**src/rtl/d_scoreboard.sv**
```systemverilog
// Decode-stage register-hazard tracker: counts in-flight writers per GPR from issue to
// GRF commit and answers the two D-stage operand queries with stall/forward flags.
module d_scoreboard #(
    parameter int NREG = 32,
    parameter int TW   = 2,
    parameter int CW   = 2
) (
    input  logic                     clk_i,
    input  logic                     rst_ni,
    input  logic                     flush_i,
    input  logic                     issue_valid_i,
    input  logic                     issue_we_i,
    input  logic [$clog2(NREG)-1:0]  issue_wa_i,
    input  logic [TW-1:0]            issue_tnew_i,
    input  logic                     retire_we_i,
    input  logic [$clog2(NREG)-1:0]  retire_wa_i,
    input  logic [$clog2(NREG)-1:0]  a1_i,
    input  logic [$clog2(NREG)-1:0]  a2_i,
    input  logic [TW-1:0]            tuse1_i,
    input  logic [TW-1:0]            tuse2_i,
    output logic                     stall_o,
    output logic                     fwd1_o,
    output logic                     fwd2_o,
    output logic [NREG-1:0]          busy_vec_o,
    output logic                     error_o
);

    localparam int AW = $clog2(NREG);
    localparam logic [CW-1:0] CNT_MAX = '1;

    logic                      issue_acc;
    logic                      retire_acc;
    logic [NREG-1:0]           busy_vec;
    logic [NREG-1:0][TW-1:0]   tnew_vec;
    logic [NREG-1:0]           err_vec;
    logic                      error_q;
    logic                      error_d;
    logic                      fwd1;
    logic                      fwd2;
    logic                      stall;

    // Flush masks both update sources so no register sees an issue or retire that cycle.
    assign issue_acc  = issue_valid_i && issue_we_i && (issue_wa_i != '0) && !flush_i;
    assign retire_acc = retire_we_i && (retire_wa_i != '0) && !flush_i;

    assign busy_vec[0] = 1'b0;
    assign tnew_vec[0] = '0;
    assign err_vec[0]  = 1'b0;

    generate
        for (genvar gi = 1; gi < NREG; gi++) begin : g_reg
            logic [CW-1:0] cnt_q;
            logic [CW-1:0] cnt_d;
            logic [TW-1:0] tnew_q;
            logic [TW-1:0] tnew_d;
            logic          hit_iss;
            logic          hit_ret;
            logic          err_d;

            assign hit_iss = issue_acc && (issue_wa_i == AW'(gi));
            assign hit_ret = retire_acc && (retire_wa_i == AW'(gi));

            always_comb begin
                cnt_d  = cnt_q;
                tnew_d = tnew_q;
                err_d  = 1'b0;
                if (flush_i) begin
                    cnt_d  = '0;
                    tnew_d = '0;
                end else if (hit_iss) begin
                    tnew_d = issue_tnew_i;
                    if (hit_ret && (cnt_q != '0)) begin
                        cnt_d = cnt_q;
                    end else if (cnt_q == CNT_MAX) begin
                        err_d = 1'b1;
                    end else begin
                        // A retire against an idle register is still a violation here.
                        cnt_d = cnt_q + 1'b1;
                        err_d = hit_ret;
                    end
                end else if (hit_ret) begin
                    if (cnt_q == '0) begin
                        err_d = 1'b1;
                    end else begin
                        cnt_d = cnt_q - 1'b1;
                        if (cnt_q == CW'(1)) begin
                            tnew_d = '0;
                        end else if (tnew_q != '0) begin
                            tnew_d = tnew_q - 1'b1;
                        end
                    end
                end else if ((cnt_q != '0) && (tnew_q != '0)) begin
                    tnew_d = tnew_q - 1'b1;
                end
            end

            always_ff @(posedge clk_i or negedge rst_ni) begin
                if (!rst_ni) begin
                    cnt_q  <= '0;
                    tnew_q <= '0;
                end else begin
                    cnt_q  <= cnt_d;
                    tnew_q <= tnew_d;
                end
            end

            assign busy_vec[gi] = (cnt_q != '0);
            assign tnew_vec[gi] = tnew_q;
            assign err_vec[gi]  = err_d;
        end
    endgenerate

    // Queries see only registered state; a same-cycle issue shows up next cycle.
    assign fwd1  = (a1_i != '0) && busy_vec[a1_i];
    assign fwd2  = (a2_i != '0) && busy_vec[a2_i];
    assign stall = (fwd1 && (tnew_vec[a1_i] > tuse1_i)) ||
                   (fwd2 && (tnew_vec[a2_i] > tuse2_i));

    assign error_d = error_q ||
                     (!flush_i && ((|err_vec) || (issue_valid_i && stall)));

    always_ff @(posedge clk_i or negedge rst_ni) begin
        if (!rst_ni) begin
            error_q <= 1'b0;
        end else begin
            error_q <= error_d;
        end
    end

    assign stall_o    = stall;
    assign fwd1_o     = fwd1;
    assign fwd2_o     = fwd2;
    assign busy_vec_o = busy_vec;
    assign error_o    = error_q;

endmodule

```
**config.mk**
```make
export PLATFORM = sky130hd
export DESIGN_NAME = d_scoreboard
export DESIGN_NICKNAME = d
export VERILOG_FILES = /design/src/rtl/d_scoreboard.sv
export SDC_FILE = /design/constraint.sdc
export NUM_CORES = 1
export LEC_CHECK = 0
export ABC_AREA = 0
export CORE_ASPECT_RATIO = 1.4
export CORE_UTILIZATION = 45
export CTS_CLUSTER_DIAMETER = 120
export CTS_CLUSTER_SIZE = 8
export DETAILED_ROUTE_END_ITERATION = 12
export PLACE_DENSITY = 0.61
export REMOVE_ABC_BUFFERS = 1
export SYNTH_ARGS = -nofsm -noshare
export SYNTH_HDL_FRONTEND = slang
export SYNTH_SLANG_ARGS = --single-unit
```
**constraint.sdc**
```tcl
create_clock -name clk_i -period 5.5 [get_ports clk_i]
set_input_delay 1.1 -clock clk_i [delete_from_list [all_inputs] [get_ports clk_i]]
set_output_delay 1.1 -clock clk_i [all_outputs]
set_load 0.01 [all_outputs]
```
==> impl_metrics.env <==
export IMPL_finalNetCount=1839
export IMPL_cts_buffers_inserted=17
export IMPL_p_seq_share_pct=36.6
export IMPL_layout_setup_ws_ps=388
export IMPL_post_cts_buffers=0
export IMPL_maxSlewViolCount=0
export IMPL_dr_pass1_iters=6
export IMPL_path_max_fanout=9
export IMPL_worstPathCellList="clkdlybuf4s50_1 > buf_12 > mux4_2 > mux4_2 > mux2_2 > ha_1 > nor2b_1 > o21ai_0 > o31ai_2 > dlymetal6s2s_1"
export IMPL_leakage_nw=6.06
export IMPL_skew_ps=14.0
export IMPL_port_buffers=66
export IMPL_netSwitchingFraction_pct=31.0
export IMPL_crit_slowest_cell="mux4_2"
export IMPL_critPathBufInv=3
export IMPL_cts_path_max_buffers=2
export IMPL_final_antenna_net_count=0
export IMPL_synth_ff_type="dfrtp_1"
export IMPL_nFillCells=2757
export IMPL_cap_viol_max_count=0
export IMPL_p_total_mw=2.80
export IMPL_pin_count=68
export IMPL_hold_violations=0
export IMPL_grt_ovfl_total=0
export IMPL_final_cells=2062
export IMPL_netlist_instances=1643
export IMPL_period_share_pct=93.0
export IMPL_worst_ep_required_time_ps=4400
export IMPL_path_clk_slew_ps=60
export IMPL_cts_sinks=125
export IMPL_r2r_start="g_reg[7].tnew_q[1]"
export IMPL_power_density_nw_per_um2=193
export IMPL_vias=13100
export IMPL_die_y_um=201
export IMPL_grt_max_degree=89
export IMPL_synth_edff_count=0
export IMPL_timing_rr_end="error_o"
export IMPL_drtIter0Drc=1335
export IMPL_syn_area_um2=12800
export IMPL_syn_area_per_cell_um2=7.77
export IMPL_hold_slack_ps=516
export IMPL_worstMarginPinSlew_ps=1250
export IMPL_finalSetupViolCount=0
export IMPL_coreArea_um2=27700
export IMPL_grt_pass1_vias=12300
export IMPL_synth_top_area_share_pct=24.5
export IMPL_wl_per_cell_um=23.2
export IMPL_synth_area_leaders="dfrtp_1, ha_1, mux4_2"
export IMPL_dieArea_um2=29000
export IMPL_worstHoldEndpoint="g_reg[1].cnt_q[1]"
export IMPL_via_per_inst=6.37
export IMPL_post_place_ws_ps=-50.0
export IMPL_hpwl_um=35900
export IMPL_synth_warnings=0
export IMPL_internal_power_mw=1.93
export IMPL_status="finished, final reports clean"
export IMPL_hold_start="g_reg[1].cnt_q[1]"
export IMPL_combPwrFrac_pct=18.1
export IMPL_synthArstFlopShare_pct=100
export IMPL_cp_top_family="multiplexers"
export IMPL_drc=0
export IMPL_clk_latency_ps=460
export IMPL_root_buffer="clkbuf_16"
export IMPL_grt_pass1_wl_um=73000
export IMPL_syn2layout_area_growth_pct=13.9
export IMPL_antenna_found_initial=1
export IMPL_fmax_ghz=0.196
export IMPL_final_setup_tns_ps=0
export IMPL_p_switching_mw=0.867
export IMPL_vdd_drop_max_mv=0.221
export IMPL_rrSetupSlack_ps=2460
export IMPL_initial_utilization_pct=46.0
export IMPL_cp_arrival_ps=4010
export IMPL_yosys_cell_types_count=71
export IMPL_max_stage_delay_ps=520
export IMPL_slew_headroom_pct=16.3
export IMPL_grt_use_total_pct=34.0
export IMPL_diodes=0
export IMPL_synth_seq_cells=125
export IMPL_rows=72
export IMPL_yosysSeqAreaShare_pct=24.5
export IMPL_placedCellCount=2030
export IMPL_clockPowerShare_pct=45.3
export IMPL_die_w_um=144
export IMPL_gp_congestion=0.963
export IMPL_startpoint_type="primary input"
export IMPL_path_class="primary input to output pin"
export IMPL_rsz0062_at_grt="false"
export IMPL_worstHoldPathCells=2
export IMPL_cts_tree="done"
export IMPL_yosysTopAreaCell="dfrtp_1"
export IMPL_r2r_cells=11
export IMPL_end_kind="output pin"
export IMPL_path_common_cell="mux4_2"
export IMPL_wirelength_um=47900
export IMPL_htreeDepth=4
export IMPL_drive_above_1_share_pct=8.63
export IMPL_hold_class="flip-flop to flip-flop"
export IMPL_finalCriticalPeriod_ps=5110
==> cells in the mapped netlist, types with 17 or more instances <==
cell,number
o22ai_1,20
nor3_1,97
o21ai_0,85
ha_1,128
and3_1,18
mux4_2,46
nand2_1,136
nor2_1,193
a31oi_1,17
clkbuf_1,79
nand3_1,54
a211oi_1,59
a21oi_1,154
inv_1,168
mux2i_1,20
dfrtp_1,125
==> per-stage QoR <==
step	utilization (%)	instance area (um^2)
after global placement	50.1	13900
after detailed placement	50.1	13900
after global routing	52.4	14500
after floorplan	-	12400
final	52.4	14500
after CTS	52.4	14500
==> area by class of cell <==
cell class | instances | area [um^2] | share of cell area [%]
clock buffer | 17 | 425 | 2.93
multi-input combinational | 1253 | 8630 | 59.4
sequential | 125 | 3130 | 21.5
tap | 370 | 463 | 3.19
clock inverter | 15 | 208 | 1.43
inverter | 169 | 634 | 4.37
timing repair buffer | 113 | 1040 | 7.17
==> power groups by stage <==
stage          clock network [mW]  logic (mW)  registers, mW
2_1_floorplan                   0       0.267           1.00
3_3_place_gp                    0       0.487           1.04
3_5_place_dp                    0       0.495           1.04
4_1_cts                      1.29       0.498           1.02
5_1_grt                      1.32       0.546           1.03
6_report                     1.27       0.507           1.02
==> metal layers <==
metal,vias up,track usage [%],part of all wire [%]
li1,6045,-,-
met1,6327,43.2,40
met2,603,53.6,46
met3,149,6.07,7.9
met4,2,19.5,6.2
met5,-,0,0.038
==> registers in the layout (all words and copies together) (netlist names) <==
name / count
g.cnt_q: 62
error_o: 1
g.tnew_q: 62
==> worst min-delay path, delay by kind of cell (launching register included) <==
kind / cells / cell delay, ps
simple gates: 1 / 50
compound gates: 1 / 70
flops: 1 / 360
==> cell usage in the layout, fill, tap and decap left out, drive strengths merged, types with 6 or more instances in the layout <==
cell type / n
a2111oi: 8
a211oi: 59
and3: 18
clkbuf: 17
a32o: 8
a211o: 8
nor2: 193
and2: 6
o22ai: 20
a31oi: 17
nor3: 99
nand4: 12
nand2b: 6
o32ai: 6
mux4: 46
a22o: 16
nand2: 136
o31ai: 14
ha: 128
clkdlybuf4s50: 61
o211ai: 7
nor4: 17
mux2i: 20
inv: 175
buf: 51
or3: 9
o21ai: 85
dfrtp: 125
a22oi: 9
nor2b: 10
a21oi: 154
nand3: 54
nand3b: 12
==> how the worst max path moves through the flow <==
| stage | startpoint | end | depth (start not counted) |
|---|---|---|---|
| after floorplan | issue_wa_i[4] | error_o | 7 |
| after global placement | a2_i[1] | stall_o | 10 |
| after detailed placement | a2_i[1] | stall_o | 10 |
| after CTS | a2_i[1] | stall_o | 10 |
| after global routing | a2_i[1] | stall_o | 11 |
| final | a2_i[1] | stall_o | 10 |
==> repair_timing <==
| item | 4_1_cts | 5_1_grt |
|---|---|---|
| hold buffers | 0 | 0 |
| gates resized for setup | 1 | 1 |
| setup endpoints to repair | 1 | 1 |
==> cell families (layout without fill, tap and decap cells) <==
group,count (synthesis),after routing,share of synthesized area [%]
other cells,1,1,0.0294
simple gates,605,605,22.6
compound gates,451,451,22.4
mux,68,68,9.86
fa+ha+maj,128,128,12.6
buf+inv,265,314,8.04
flops,125,125,24.5
(Power assumes the default switching activity.)
